`src/rtl/fetch_stage.sv`:
```
// fetch_stage: PC register, instruction-memory addressing and IF/ID pipeline register.
module fetch_stage #(
  parameter logic [31:0] RESET_PC = 32'h0000_0000,
  parameter int MEM_WORDS = 1024,
  parameter logic [31:0] NOP = 32'h0000_0000
) (
  input  logic        clk,
  input  logic        rst,
  input  logic        stall,
  input  logic        flush,
  input  logic        redirect,
  input  logic [31:0] redirect_target,
  output logic [31:0] imem_address,
  input  logic [31:0] imem_instruction,
  output logic [31:0] pc,
  output logic [31:0] if_id_instruction,
  output logic [31:0] if_id_pc,
  output logic [31:0] if_id_pc_plus4,
  output logic        if_id_valid,
  output logic [31:0] fetch_count
);
  logic [31:0] pc_plus4;
  assign pc_plus4 = pc + 32'd4;
  assign imem_address = (pc >> 2) & 32'(MEM_WORDS - 1);
  always_ff @(posedge clk) begin
    if (rst || redirect || flush) begin
      if_id_instruction <= NOP;
      if_id_pc <= '0;
      if_id_pc_plus4 <= '0;
      if_id_valid <= 1'b0;
    end else if (!stall) begin
      if_id_instruction <= imem_instruction;
      if_id_pc <= pc;
      if_id_pc_plus4 <= pc_plus4;
      if_id_valid <= 1'b1;
    end
    if (rst) begin
      pc <= {RESET_PC[31:2], 2'b00};
      fetch_count <= '0;
    end else if (redirect) begin
      pc <= {redirect_target[31:2], 2'b00};
    end else if (!stall) begin
      pc <= pc_plus4;
      // a flushed fetch is discarded, so only an accepted word counts
      if (!flush) fetch_count <= fetch_count + 32'd1;
    end
  end
endmodule

```
`config.mk`:
```
export PLATFORM = sky130hd
export DESIGN_NAME = fetch_stage
export DESIGN_NICKNAME = d
export VERILOG_FILES = /design/src/rtl/fetch_stage.sv
export SDC_FILE = /design/constraint.sdc
export NUM_CORES = 1
export LEC_CHECK = 0
export CAP_MARGIN = 20
export CORE_MARGIN = 2
export CORE_UTILIZATION = 35
export CTS_BUF_LIST = sky130_fd_sc_hd__clkbuf_8
export DETAILED_ROUTE_END_ITERATION = 16
export PLACE_DENSITY = 0.65
export SYNTH_ARGS = -nofsm -noshare
export SYNTH_HDL_FRONTEND = slang
export SYNTH_SLANG_ARGS = --single-unit
```
`constraint.sdc`:
```
create_clock -name clk -period 2.7 [get_ports clk]
set_clock_uncertainty 0.1 [all_clocks]
set_input_delay 0.54 -clock clk [delete_from_list [all_inputs] [get_ports clk]]
set_output_delay 0.54 -clock clk [all_outputs]
set_load 0.005 [all_outputs]
```
==> results.cfg, run 1 <==
[drt]
viasPerCell = 4.755
drt-wirelength-per-cell_um = 15.41
via_count = 6400
ant_nets = 0
first_iter_violations = 207
drc = 0
routed_wl_um = 20740
dr.pass1.iters = 4

[setup_path]
arrival_ns = 2.53
startpoint = pc[8]
cp.depth = 5
worst_r2r_path_depth = 5
setup.worst_path.end_class = flip-flop
critical_path.slowest_cell = nor4_1
crit_family = simple AND/OR/NAND/NOR gates
r2r-start = pc[8]
max_stage_delay_ns = 0.72
r2r_end = pc[23]
required_ns = 2.95
cp_max_fo = 10
r2r_slack_ns = 0.42
crit_chain = nand4_4 -> nor4_1 -> nand3_1 -> xnor2_1 -> o21a_1
setup.worst_path.class = flip-flop to flip-flop
cp-endpoint = pc[23]
critPathBufInv = 0
startpoint_type = flip-flop

[synth]
syn_avg_cell_area_um2 = 8.709
ys_seq_area_share_pct = 42.31
ys.flop_type = dfxtp_1
yosysUniqueCellTypes = 46
yosys_register_bits = 155
yosysWarnings = 0
async_flop_share_pct = 0
syn_area_um2 = 7333
synthCells = 842
synth_edf_count = 0

[timing]
worstMarginPinSlew_ns = 0.7475
setup_viol = 0
hold_viol_final = 0
drv_slew = 0
min_period_over_period_pct = 84.37
fmax_mhz = 439.0
min_period_ns = 2.278
maxSlewHeadroom_pct = 49.71
tns_ns = 0
rsz0062_at_grt = no

[pwr]
p_per_area_nw_per_um2 = 477.5
total_power_uw = 4927
peakVddDrop_v = 0.0002786
power.leakage_uw = 0.003904

[clock_network]
cts_root_buffer = clkbuf_8
postCtsResizedCells = 0
insertion_delay_ns = 0.45
cts_buffers = 17
cts_tree = yes
postCtsSetupBuffers = 0
h-tree-depth = 4
cts.sinks = 155
clock_path_buffers = 2
postCtsHoldBufs = 0
cts.clk_slew.worst_paths_ns = 0.09

[job]
drv_cap = 0

[finish]
areaGrowthSynthToFinish_pct = 40.71
final_cell_mix = 228 x clkdlybuf4s50_1, 155 x dfxtp_1, 107 x nor2_1, 65 x mux2i_1, 63 x a21oi_1
nNetsFinal = 1136
register_area_um2 = 3103
multiInputGateArea_um2 = 3670
final_common_cell = clkdlybuf4s50_1
final_area_um2 = 10320
drive_above_1_share_pct = 8.178
antenna_cells = 0
fillerInstances = 2023

[die]
ioPinCount = 262
core_area_um2 = 20430
initial_core_util_pct = 35.90
dieArea_um2 = 22130
rows = 52
die_w_um = 148.8
die_y_um = 148.8

[place]
io_buffers = 231
gp_congestion = 0.8732
dp_hpwl_um = 14850
placed_cell_area_um2 = 9886

[grt]
grt_max_degree = 82
gr-usage-all-layers_pct = 18.62
grt_pass1_wl_um = 32620
antenna_found_initial = 0
gr-total-overflow = 0
grt_pass1_vias = 6188

[run_status]
status = finished clean

[hold_path]
hp-class = flip-flop to flip-flop
## worst min-delay path by stage
stage,from,to,cells past startpoint
2_1_floorplan,if_id_valid,if_id_valid,2
3_3_place_gp,if_id_valid,if_id_valid,2
3_5_place_dp,if_id_valid,if_id_valid,2
4_1_cts,if_id_valid,if_id_valid,2
5_1_grt,stall,fetch_count[0],4
6_report,if_id_valid,if_id_valid,2
## report_power, final
part           leakage, µW  switching, µW  internal (µW)
clock network     0.000217            923           1040
registers          0.00126           49.8           2340
logic              0.00243            257            324
total              0.00390           1230           3700
## per-layer routing
layer / part of all wire (%) / vias to the layer above / global-route usage [%]
met5: 0 / - / 0
met4: 1.7 / 0 / 6.095
met3: 6.0 / 21 / 4.924
met2: 49 / 162 / 32.11
met1: 44 / 2982 / 22.62
li1: - / 3235 / -
## kinds of logic (layout without fill, tap and decap cells)
group / count (synthesis) / after routing / share of synthesized area [%]
AOI/OAI and AO/OA: 115 / 115 / 9.043
xor gates and xnor gates: 69 / 69 / 8.241
adders and majority gates: 2 / 2 / 0.3412
buffers and inverters: 131 / 338 / 9.094
DFF: 155 / 155 / 42.31
muxes: 65 / 65 / 8.872
other: 1 / 28 / 0.05114
and+or+nand+nor: 304 / 304 / 22.04
## worst min-delay path, cell delays in order, from the launching register on
cell     delay, ns
dfxtp_1       0.32
inv_1         0.04
a21oi_1       0.05
## Yosys cell counts (6+ instances only)
cell,instances,share of area [%]
dfxtp_1,155,42
nor2_1,107,5.5
mux2i_1,65,8.9
a21oi_1,63,4.3
clkbuf_1,39,2.0
xnor2_1,39,4.7
buf_4,38,3.9
nand2_1,38,1.9
inv_1,35,1.8
xor2_1,30,3.6
o21a_1,29,3.0
nand3_1,28,1.9
nand4_1,26,2.2
nor3_1,21,1.4
or3_1,17,1.5
buf_2,14,0.96
nor2b_1,14,1.2
o21ai_0,14,0.96
nor4_1,12,1.0
and4_1,9,1.1
and3_1,6,0.51
## registers in the layout, summed over array words and instances (netlist names)
signal / cells
fetch_count: 32
if_id_pc: 30
if_id_instruction: 32
pc: 30
if_id_valid: 1
if_id_pc_plus4: 30
## through the flow
stage                     setup slack (ns)  hold WS, ns  utilization, %  instances
after detailed placement          0.009506       0.3397           48.39       1316
after CTS                           0.3962       0.3564           50.51       1346
after global placement             0.02447       0.3331           48.39       1316
after floorplan                     0.5070       0.3421               -        869
after global routing                0.2200       0.3794           50.51       1346
final                               0.4220       0.3529           50.51       1346
## layout make-up
type                            count  share of cell area (%)
Multi-Input combinational cell    583                   35.56
Sequential cell                   155                   30.07
Timing Repair Buffer              273                   25.62
Tap cell                          270                   3.274
Clock buffer                       18                   2.401
Clock inverter                     12                   1.795
Inverter                           35                   1.273
No activity file was read; power rests on OpenSTA's default activity.
==> run 2, diff against run 1 <==
Settings changed: PLACE_DENSITY 0.65 to 0.68.
Clock period 2.7 ns to 2 ns, I/O delays scaled along.
==> results.cfg, run 2 (same netlist as run 1, synthesis figures left out) <==
[pwr]
p_per_area_nw_per_um2 = 595.5
total_power_uw = 6425
peakVddDrop_v = 0.0003802
power.leakage_uw = 0.004340
pwr-share-comb_pct = 13.1
clkPwrFrac_pct = 36.7
switching_share_pct = 26.25
seqPwrFrac_pct = 50.2
p_int_uw = 4739
switching_power_uw = 1686

[die]
core_area_um2 = 20430
die_w_um = 148.8
die_y_um = 148.8
ioPinCount = 262
dieArea_um2 = 22130
initial_core_util_pct = 35.90
rows = 52

[timing]
drv_slew = 0
rsz0062_at_grt = yes
min_period_ns = 1.980
hold_viol_final = 0
fmax_mhz = 505.0
maxSlewHeadroom_pct = 60.45
min_period_over_period_pct = 99.00
setup_viol = 0
hold_ws_ns = 0.3447
tns_ns = 0
worstMarginPinSlew_ns = 0.5932

[clock_network]
h-tree-depth = 4
cts_buffers = 17
postCtsHoldBufs = 0
cts.clk_slew.worst_paths_ns = 0.09
clock_path_buffers = 2
cts_tree = yes
cts.sinks = 155
insertion_delay_ns = 0.45
cts_root_buffer = clkbuf_8

[setup_path]
r2r_end = pc[19]
startpoint_type = flip-flop
required_ns = 2.24
cp_max_fo = 9
r2r_slack_ns = 0.02
setup.worst_path.end_class = flip-flop
worst_r2r_path_depth = 6
arrival_ns = 2.22
r2r-start = pc[10]
setup.worst_path.class = flip-flop to flip-flop

[drt]
via_count = 6638
drc = 0
first_iter_violations = 248
viasPerCell = 4.796
drt-wirelength-per-cell_um = 15.55
routed_wl_um = 21520
ant_nets = 0
dr.pass1.iters = 4

[job]
drv_cap = 0

[finish]
fin_util_pct = 52.82
multiInputGateArea_um2 = 3715
register_area_um2 = 3164
drive_above_1_share_pct = 14.81
final_common_cell = clkdlybuf4s50_1
final_cell_mix = 214 x clkdlybuf4s50_1, 118 x dfxtp_1, 107 x nor2_1, 65 x mux2i_1, 63 x a21oi_1
nNetsFinal = 1172
top_regs = fetch_count: 32 flops, if_id_instruction: 32 flops
antenna_cells = 0
fillerInstances = 1952
areaGrowthSynthToFinish_pct = 47.14

[grt]
grt_pass1_wl_um = 33400
antenna_found_initial = 0
grt_max_degree = 69
grt_pass1_vias = 6236
gr-usage-all-layers_pct = 19.12
gr-total-overflow = 0

[hold_path]
hp-class = input pin to flip-flop
hold_depth = 3
hp-start = rst
min_to = fetch_count[17]

[place]
io_buffers = 231
dp_hpwl_um = 15530
gp_congestion = 0.8462

[run_status]
status = finished clean
[run 2: changes by cell type in the layout (fill, tap and decap cells not counted), moves of 5 or more]
| cell | before | now |
|---|---|---|
| dfxtp_1 | 155 | 118 |
| dfxtp_2 | 0 | 31 |
| buf_4 | 40 | 57 |
| buf_6 | 1 | 15 |
| clkdlybuf4s50_1 | 228 | 214 |
| dlymetal6s2s_1 | 0 | 12 |
| dfxtp_4 | 0 | 6 |
| buf_12 | 2 | 7 |
[run 2: per-layer routing]
layer	GRT usage (%)	share of wire (%)	vias to the layer above
met3	5.719	6.9	15
met2	31.92	49	192
met5	0	0	-
met1	23.93	43	3121
met4	5.619	1.3	0
li1	-	-	3310
[run 2: per-stage QoR]
stage	cells	area, µm²	worst slack [ns]
detailed placement	1348	10200	-0.3828
global placement	1348	10200	-0.3539
global route	1384	10790	-0.06656
floorplan	869	7448	0.01480
CTS	1381	10630	0.001988
finish	1384	10790	0.01992
[run 2: layout make-up]
type,count,share of cell area [%]
flip-flops and latches,155,29.33
multi-input cells,583,34.43
clock buffers,17,2.168
well taps,270,3.131
repair buffers,309,28.33
inverters,35,1.218
clock inverters,15,1.403
[run 2: repair_timing]
action | CTS | global route
resized for setup | 24 | 50
hold endpoints to repair | 0 | 0
buffers inserted | 2 | 3
setup endpoints to repair | 23 | 67
[run 2: power by group through the flow]
stage               sequential, µW  clock (µW)  combinational (µW)
finish                        3220        2360                 842
global placement              3290           0                 820
CTS                           3220        2440                 835
global route                  3230        2540                 915
detailed placement            3290           0                 828
floorplan                     3290           0                 434
[run 2: worst max-delay path, cell delays in order, from the launching register on]
cell     delay [ns]
dfxtp_2        0.45
nand4_4        0.13
buf_4          0.19
or3_1          0.41
nor4_1         0.31
xor2_1         0.11
o21a_1         0.18
[run 2: how the worst max path moves through the flow]
| stage | startpoint | to | slack (ns) | depth (start not counted) |
|---|---|---|---|---|
| global placement | flush | fetch_count[30] | -0.35 | 7 |
| global route | pc[2] | if_id_pc_plus4[18] | -0.07 | 6 |
| CTS | pc[15] | pc[15] | 0.002 | 2 |
| finish | pc[10] | pc[19] | 0.02 | 6 |
| floorplan | pc[5] | if_id_pc_plus4[18] | 0.01 | 7 |
| detailed placement | flush | fetch_count[28] | -0.38 | 7 |
